===== config.mk =====
export PLATFORM = sky130hd
export DESIGN_NAME = rggen_register_bus_adapter
export DESIGN_NICKNAME = d
export VERILOG_FILES = /design/src/rtl/rggen_register_bus_adapter.sv
export SDC_FILE = /design/constraint.sdc
export NUM_CORES = 1
export LEC_CHECK = 0
export BUFFER_PORTS_ARGS = -buffer_cell sky130_fd_sc_hd__buf_2
export CAP_MARGIN = 10
export CORE_AREA = 4 4 82 103
export DETAILED_ROUTE_END_ITERATION = 8
export DIE_AREA = 0 0 86 107
export PLACE_DENSITY = 0.85
export SLEW_MARGIN = 10
export SYNTH_ARGS = -nofsm -noshare
export SYNTH_HDL_FRONTEND = slang
export SYNTH_SLANG_ARGS = --single-unit

===== constraint.sdc =====
create_clock -name i_clk -period 2.1 [get_ports i_clk]
set_input_delay 0.42 -clock i_clk [delete_from_list [all_inputs] [get_ports i_clk]]
set_output_delay 0.42 -clock i_clk [all_outputs]
set_load 0.02 [all_outputs]

===== src/rtl/rggen_register_bus_adapter.sv =====
// Host-bus to register-block adapter: registers one host request, broadcasts it to
// every register slot and returns one registered response built from the hitting slot.
module rggen_register_bus_adapter #(
    parameter int                       ADDRESS_WIDTH       = 8,
    parameter int                       LOCAL_ADDRESS_WIDTH = 8,
    parameter int                       BUS_WIDTH           = 32,
    parameter int                       REGISTERS           = 1,
    parameter bit                       PRE_DECODE          = 1'b0,
    parameter logic [ADDRESS_WIDTH-1:0] BASE_ADDRESS        = '0,
    parameter int                       BYTE_SIZE           = 256,
    parameter bit                       ERROR_STATUS        = 1'b0,
    parameter logic [BUS_WIDTH-1:0]     DEFAULT_READ_DATA   = '0
) (
    input  logic                           i_clk,
    input  logic                           i_rst_n,
    input  logic                           i_bus_valid,
    input  logic                           i_bus_write,
    input  logic [ADDRESS_WIDTH-1:0]       i_bus_address,
    input  logic [BUS_WIDTH-1:0]           i_bus_write_data,
    input  logic [BUS_WIDTH/8-1:0]         i_bus_strobe,
    output logic                           o_bus_ready,
    output logic [1:0]                     o_bus_status,
    output logic [BUS_WIDTH-1:0]           o_bus_read_data,
    output logic                           o_reg_valid,
    output logic                           o_reg_write,
    output logic [LOCAL_ADDRESS_WIDTH-1:0] o_reg_address,
    output logic [BUS_WIDTH-1:0]           o_reg_write_data,
    output logic [BUS_WIDTH/8-1:0]         o_reg_strobe,
    input  logic [REGISTERS-1:0]           i_reg_active,
    input  logic [REGISTERS-1:0]           i_reg_ready,
    input  logic [2*REGISTERS-1:0]         i_reg_status,
    input  logic [BUS_WIDTH*REGISTERS-1:0] i_reg_read_data
);

    localparam int STROBE_WIDTH = BUS_WIDTH / 8;
    localparam int WORD_LSB     = (STROBE_WIDTH > 1) ? $clog2(STROBE_WIDTH) : 0;

    localparam logic [LOCAL_ADDRESS_WIDTH-1:0] ALIGN_MASK  = {LOCAL_ADDRESS_WIDTH{1'b1}} << WORD_LSB;
    localparam logic [ADDRESS_WIDTH:0]         WINDOW_BASE = {1'b0, BASE_ADDRESS};
    localparam logic [ADDRESS_WIDTH:0]         WINDOW_SIZE = (ADDRESS_WIDTH + 1)'(BYTE_SIZE);

    localparam logic [1:0] STATUS_OKAY   = 2'b00;
    localparam logic [1:0] STATUS_SLVERR = 2'b10;
    localparam logic [1:0] STATUS_DECERR = 2'b11;
    localparam logic [1:0] NOHIT_STATUS  = ERROR_STATUS ? STATUS_SLVERR : STATUS_OKAY;

    typedef enum logic [1:0] {
        IDLE    = 2'b00,
        BUSY    = 2'b01,
        RESPOND = 2'b10
    } state_e;

    state_e                           r_state;
    logic                             r_in_window;
    logic                             r_reg_valid;
    logic                             r_reg_write;
    logic [LOCAL_ADDRESS_WIDTH-1:0]   r_reg_address;
    logic [BUS_WIDTH-1:0]             r_reg_write_data;
    logic [STROBE_WIDTH-1:0]          r_reg_strobe;
    logic                             r_bus_ready;
    logic [1:0]                       r_bus_status;
    logic [BUS_WIDTH-1:0]             r_bus_read_data;

    logic [ADDRESS_WIDTH:0]           w_window_offset;
    logic                             w_in_window;
    logic [LOCAL_ADDRESS_WIDTH-1:0]   w_local_address;
    logic                             w_hit;
    logic                             w_ready;
    logic [1:0]                       w_status;
    logic [BUS_WIDTH-1:0]             w_read_data;

    // Window check on the incoming address; an address below the base wraps to a large
    // offset in ADDRESS_WIDTH+1 bits, so a single compare covers both window edges.
    always_comb begin
        w_window_offset = {1'b0, i_bus_address} - WINDOW_BASE;
        w_in_window     = (PRE_DECODE == 1'b0) || (w_window_offset < WINDOW_SIZE);
        w_local_address = i_bus_address[LOCAL_ADDRESS_WIDTH-1:0] & ALIGN_MASK;
    end

    // Merge the slot responses; active is one-hot or zero, so masking and OR selects the hitter.
    always_comb begin
        w_hit       = |i_reg_active;
        w_ready     = 1'b0;
        w_status    = 2'b00;
        w_read_data = '0;
        for (int k = 0; k < REGISTERS; k++) begin
            w_ready     = w_ready | (i_reg_active[k] & i_reg_ready[k]);
            w_status    = w_status | (i_reg_status[2*k+:2] & {2{i_reg_active[k]}});
            w_read_data = w_read_data
                        | (i_reg_read_data[BUS_WIDTH*k+:BUS_WIDTH] & {BUS_WIDTH{i_reg_active[k]}});
        end
    end

    // Access FSM; owns every registered output on both the host and the register side.
    always_ff @(posedge i_clk or negedge i_rst_n) begin
        if (!i_rst_n) begin
            r_state          <= IDLE;
            r_in_window      <= 1'b0;
            r_reg_valid      <= 1'b0;
            r_reg_write      <= 1'b0;
            r_reg_address    <= '0;
            r_reg_write_data <= '0;
            r_reg_strobe     <= '0;
            r_bus_ready      <= 1'b0;
            r_bus_status     <= 2'b00;
            r_bus_read_data  <= '0;
        end else begin
            case (r_state)
                IDLE: begin
                    if (i_bus_valid) begin
                        r_state          <= BUSY;
                        r_in_window      <= w_in_window;
                        r_reg_valid      <= w_in_window;
                        r_reg_write      <= i_bus_write;
                        r_reg_address    <= w_local_address;
                        r_reg_write_data <= i_bus_write_data;
                        r_reg_strobe     <= i_bus_write ? i_bus_strobe : {STROBE_WIDTH{1'b0}};
                    end else begin
                        r_state <= IDLE;
                    end
                end
                BUSY: begin
                    if (!r_in_window) begin
                        r_state         <= RESPOND;
                        r_bus_ready     <= 1'b1;
                        r_bus_status    <= STATUS_DECERR;
                        r_bus_read_data <= r_reg_write ? {BUS_WIDTH{1'b0}} : DEFAULT_READ_DATA;
                    end else if (!w_hit) begin
                        r_state         <= RESPOND;
                        r_reg_valid     <= 1'b0;
                        r_bus_ready     <= 1'b1;
                        r_bus_status    <= NOHIT_STATUS;
                        r_bus_read_data <= r_reg_write ? {BUS_WIDTH{1'b0}} : DEFAULT_READ_DATA;
                    end else if (w_ready) begin
                        r_state         <= RESPOND;
                        r_reg_valid     <= 1'b0;
                        r_bus_ready     <= 1'b1;
                        r_bus_status    <= w_status;
                        r_bus_read_data <= r_reg_write ? {BUS_WIDTH{1'b0}} : w_read_data;
                    end else begin
                        // Selected register is stalling: keep the broadcast steady.
                        r_state <= BUSY;
                    end
                end
                RESPOND: begin
                    r_state         <= IDLE;
                    r_bus_ready     <= 1'b0;
                    r_bus_status    <= 2'b00;
                    r_bus_read_data <= '0;
                end
                default: begin
                    r_state         <= IDLE;
                    r_reg_valid     <= 1'b0;
                    r_bus_ready     <= 1'b0;
                    r_bus_status    <= 2'b00;
                    r_bus_read_data <= '0;
                end
            endcase
        end
    end

    assign o_bus_ready      = r_bus_ready;
    assign o_bus_status     = r_bus_status;
    assign o_bus_read_data  = r_bus_read_data;
    assign o_reg_valid      = r_reg_valid;
    assign o_reg_write      = r_reg_write;
    assign o_reg_address    = r_reg_address;
    assign o_reg_write_data = r_reg_write_data;
    assign o_reg_strobe     = r_reg_strobe;

`ifdef RGGEN_ENABLE_SVA
    rggen_register_bus_adapter_checker #(
        .REGISTERS (REGISTERS)
    ) u_checker (
        .i_clk        (i_clk),
        .i_rst_n      (i_rst_n),
        .i_reg_valid  (r_reg_valid),
        .i_reg_active (i_reg_active)
    );
`endif

endmodule

`ifdef RGGEN_ENABLE_SVA
// Protocol checker: at most one register may claim a broadcast access.
module rggen_register_bus_adapter_checker #(
    parameter int REGISTERS = 1
) (
    input logic                 i_clk,
    input logic                 i_rst_n,
    input logic                 i_reg_valid,
    input logic [REGISTERS-1:0] i_reg_active
);

    a_active_onehot0 : assert property (
        @(posedge i_clk) disable iff (!i_rst_n) i_reg_valid |-> $onehot0(i_reg_active)
    );

endmodule
`endif


* Yosys cells after proc, flatten, opt, wreduce, memory -nomap -nowiden
Index checks and enable logic that the tools add are counted.
Widths: inputs -> output; s select.
** Storage, ports and cells
- Flip-flop bits (word level) :: 82
- Bits in latches :: 0
- Memory bits (writable) :: 0
- Memory bits (read-only) :: 0
- Input port bits :: 84
- Output and inout bits :: 81
- Word-level logic and storage cells :: 49
- Memories :: 0
** Cells by class
- Add/sub/neg operators :: 0
- $mul :: 0
- Divide/modulo/power cells :: 0
- Magnitude comparators :: 0
- Equality and inequality tests :: 6
- Shift operators :: 0
- Mux-type cells :: 24
- Bitwise operators :: 5
- Reduce and logical (&&, ||, !) cells :: 4
** Operators with widths (number)
- $mux 32 :: 4
- $pmux 32 s2 :: 1
- $and 32x32->32 :: 1
- $mux 2 :: 6
- $mux 1 :: 8
- $pmux 2 s2 :: 2
- $mux 4 :: 1
- $ne 2x2->1 const B :: 2
- $ne 4x4->1 const B :: 1
- $reduce_and 2->1 :: 2
- $reduce_and 4->1 :: 1
- $ne 3x3->1 const B :: 1
- $pmux 1 s3 :: 1
- $and 2x2->2 :: 1
- $eq 2x1->1 const B :: 1
- $eq 2x2->1 const B :: 1
- $logic_not 2->1 :: 1
- $not 1->1 :: 2
- $pmux 1 s2 :: 1
- $and 1x1->1 :: 1

* Depth between registers and ports, before layout
- Word-level depth :: 6
- Depth in mapped cells :: 6

* Worst setup path before layout
No wires, ideal clock.
- Kind :: register -> register
- Start :: register r_state[1]
- End :: register r_reg_address[2], in the netlist o_reg_address[2]
- Setup time :: 0.125 ns
- Data arrival time :: 1.363 ns
- Setup slack :: 0.612 ns
- Cell stages (with the launch flop) :: 5
- Period minus slack after synthesis :: 1.488 ns
- Path through :: dfrtp_1 or3b_1 buf_6 buf_12 mux2_4
** On the way
- Word-level cells in the longest chain between the ends :: 2
** RTL lines
- from (decl) :: RTL line 53 : state_e r_state;
- from (signal assigned) :: RTL line 97 : r_state <= IDLE;
- from (signal assigned) :: RTL line 111 : r_state <= BUSY;
- from (signal assigned) :: RTL line 119 : r_state <= IDLE;
- $logic_not 2->1 :: RTL line 108 : case (r_state)
- $reduce_and 2->1 (no line)
- to (signal assigned) :: RTL line 115 : r_reg_address <= w_local_address;
- to (decl) :: RTL line 57 : logic [LOCAL_ADDRESS_WIDTH-1:0] r_reg_address;
No other way between the ends.
A chain may end at the register's enable or synchronous reset.

* Worst setup path after layout
- Start :: register r_state[1]
- End :: register r_reg_write_data[29], in the netlist o_reg_write_data[29]
** On the way
- Word-level cells in the longest chain between the ends :: 2
** RTL lines
- $logic_not 2->1 :: RTL line 108
- $reduce_and 2->1 (no line)
- to (signal assigned) :: RTL line 116 : r_reg_write_data <= i_bus_write_data;
- to (decl) :: RTL line 58 : logic [BUS_WIDTH-1:0] r_reg_write_data;
No other way between the ends.

==> reports/summary.txt <==
I/O pins: 165
Setup violations, final: 0
Nets: 450
Final wirelength: 7.70 mm
Logic pwr share: 32.8%
Post-Synthesis Cells: 204
Pin count of the biggest net entering global routing: 50
Seq/Total Area, Yosys: 62.5%
Slew Viols, Final: 0
Post-CTS resize count: 0
Clock latency on the worst-skew pair: 0.35 ns
P_int: 3190 µW
Setup TNS: 0 ns
Req. time, crit path: 2.33 ns
P_leak: 0.00240 µW
Worst slew margin: 36.8%
Initial Util: 44.4%
Switching Fraction: 34.1%
Post-synthesis cell type count: 22
Crit path launch type: flop
Die width: 86 µm
# port buffers: 160
Overall die height: 107 µm
CP Max Fanout: 49
Via density: 4.95
Clk sink count: 82
Clock power share: 23.6%
Tcrit/Tclk final: 84.1%
CP max-delay cell: or3b_4
Final Hold Fails: 0
Clock skew: 0.0135 ns
Worst-Margin Slew: 0.947 ns
Switch Pwr: 1650 µW
Initial antenna violation count: 0
Total Routing Usage GR: 17.0%
Max incr delay on CP: 0.74 ns
Adder-cell share of the synthesized area: 0%
HPWL after DPL: 5.65 mm
Simple-gate share of the synthesized area: 3.54%
GPL Wtd Cong: 0.712
Cell Area, Synth: 3290 µm²
Seq cells post-synth: 82
Row cnt: 35
Launching point of the worst reg2reg path: r_state[1]
MaxCap Viol Count: 0
Crit Path Class: flop to flop
Layout cells sized above 1: 60.9%
First DRT Iteration DRCs: 81
Worst Setup SP: r_state[1]
Critical-path cell list: or3b_4 -> mux2_4
Xor/xnor share of the synthesized area: 0%
Reg power frac: 43.6%
Clock transition at path regs: 0.09 ns
Clk buf depth: 2
Setup WS post-layout: 0.334 ns
RSZ-0062 raised after global routing: no
First-pass GRT wire length: 12.1 mm
Post-synthesis mux area share: 18.1%
Compound-Gate Fraction of Synth Area: 11.0%
Core area: 7400 µm²
Ys Warns: 0
WP data arrival: 1.99 ns
Tmin final: 1.77 ns
TritonRoute pass-1 iters: 4
Area Growth Syn to Fin: 31.3%
Antenna diodes: 0
Detail Route Antenna Nets: 0
CTS buffer count: 9
Hold Path Class: input port to asynchronous set/reset pin
Avg Synthesized Cell Area: 16.1 µm²
CTS tree: yes
Residual DRC count: 0
CTS H-tree depth: 3
Vias in the first global route: 2,431
Avg WL per Cell: 16.6 µm
Power per cell area: 1120 nW/µm²
Largest family of logic cells by synthesized area: multiplexers
Status: finished, final reports clean
Synth top area share: 62.5%
Hold Buf Count CTS: 0
Clock root cell: clkbuf_8
Vias: 2,290
Total grt overflow: 0
Worst slack at placement: 0.205 ns
Max VDD drop: 0.619 mV
Synth area leader: dfrtp_1
DIE AREA: 9200 µm²
Largest cells by area after synthesis: dfrtp_1 62%, mux2_4 18%, a22o_1 9.1%
Fmax: 0.566 GHz
Worst Setup End Kind: flop
Post-CTS Setup Inserts: 0
==> kinds of logic after synthesis <==
family          count (synthesis)
simple gates                   23
compound gates                 42
mux                            40
buf+inv                        16
other cells                     1
flops                          82
==> placed cells by master, fill, tap and decap left out <==
cell,instances
o21ai_2,4
a22o_1,34
mux2_4,39
mux2i_1,1
inv_1,2
nand2_1,13
dfrtp_1,82
nand3b_1,1
clkbuf_8,9
nand2b_1,3
nor2_1,3
nor4_4,1
clkinvlp_4,4
conb_1,2
or3b_4,1
a21boi_0,1
bufinv_16,1
buf_4,4
a21oi_1,1
and3b_1,1
buf_12,1
o311ai_1,1
buf_2,159
a21oi_2,1
inv_6,2
==> cell usage after synthesis <==
cell type / count
buf_6: 2
a21oi_1: 1
conb_1: 1
a22o_1: 34
o21ai_2: 4
buf_2: 6
nor2_1: 3
nand2b_1: 3
a21oi_2: 1
nand2_1: 13
dfrtp_1: 82
buf_4: 2
o311ai_1: 1
nor4_2: 1
nand3b_1: 1
or3b_1: 1
buf_12: 4
mux2i_1: 1
a21boi_0: 1
and3b_1: 1
mux2_4: 39
inv_1: 2
==> stage by stage <==
stage               instance area, µm²  hold WS [ns]  utilization (%)  power, µW  instances
finish                            4320        0.0318             58.3       4840        463
global route                      4320        0.0496             58.3       5100        463
detailed placement                4110         0.430             55.6       3740        447
CTS                               4320        0.0366             58.3       4920        463
global placement                  4110         0.417             55.6       3680        447
floorplan                         3290         0.124                -       3210        205
==> power groups by stage <==
stage | registers [µW] | logic, µW | clock network (µW)
after floorplan | 2540 | 667 | 0
after global placement | 2110 | 1570 | 0
after detailed placement | 2140 | 1610 | 0
after CTS | 2120 | 1620 | 1180
after global routing | 2150 | 1690 | 1260
final | 2110 | 1590 | 1140
==> layer usage <==
layer	wire length, µm	GRT usage (%)
met2	4010	29.3
met3	583	5.07
met5	0	0
met1	3000	20.1
met4	106	5.43
==> final timing paths <==
kind                                        endpoint  slack, ns  cells past startpoint
worst max register to register  o_reg_write_data[29]       0.33                      2
worst max-delay path            o_reg_write_data[29]       0.33                      2
worst min register to register       o_reg_strobe[2]       0.49                      2
worst min-delay path                o_reg_address[5]       0.03                      1
max in group asynchronous        o_bus_read_data[18]       1.45                      2
min in group i_clk               o_bus_read_data[25]       0.28                      2
==> critical path: cells and delay by family (launching register included) <==
kind | cells | cell delay, ns
multiplexers | 1 | 0.42
flip-flops | 1 | 0.45
AND/OR/NAND/NOR | 1 | 0.74
==> state kept, by name, summed over array words and instances (netlist names) <==
signal,count
o_bus_read_data,32
o_reg_write_data,32
o_reg_address,6
o_reg_strobe,4
o_bus_status,2
r_state,2
o_bus_ready,1
o_reg_valid,1
o_reg_write,1
r_in_window,1
==> layout make-up <==
| class | instances | area (µm²) |
|---|---|---|
| repair buffers | 164 | 846 |
| multi-input cells | 107 | 1090 |
| fillers | 644 | 3090 |
| flip-flops and latches | 82 | 2050 |
| clock buffers | 9 | 124 |
| clock inverters | 7 | 77.6 |
| well taps | 92 | 115 |
| inverters | 2 | 7.51 |
Power figures use the tool's default switching activity.
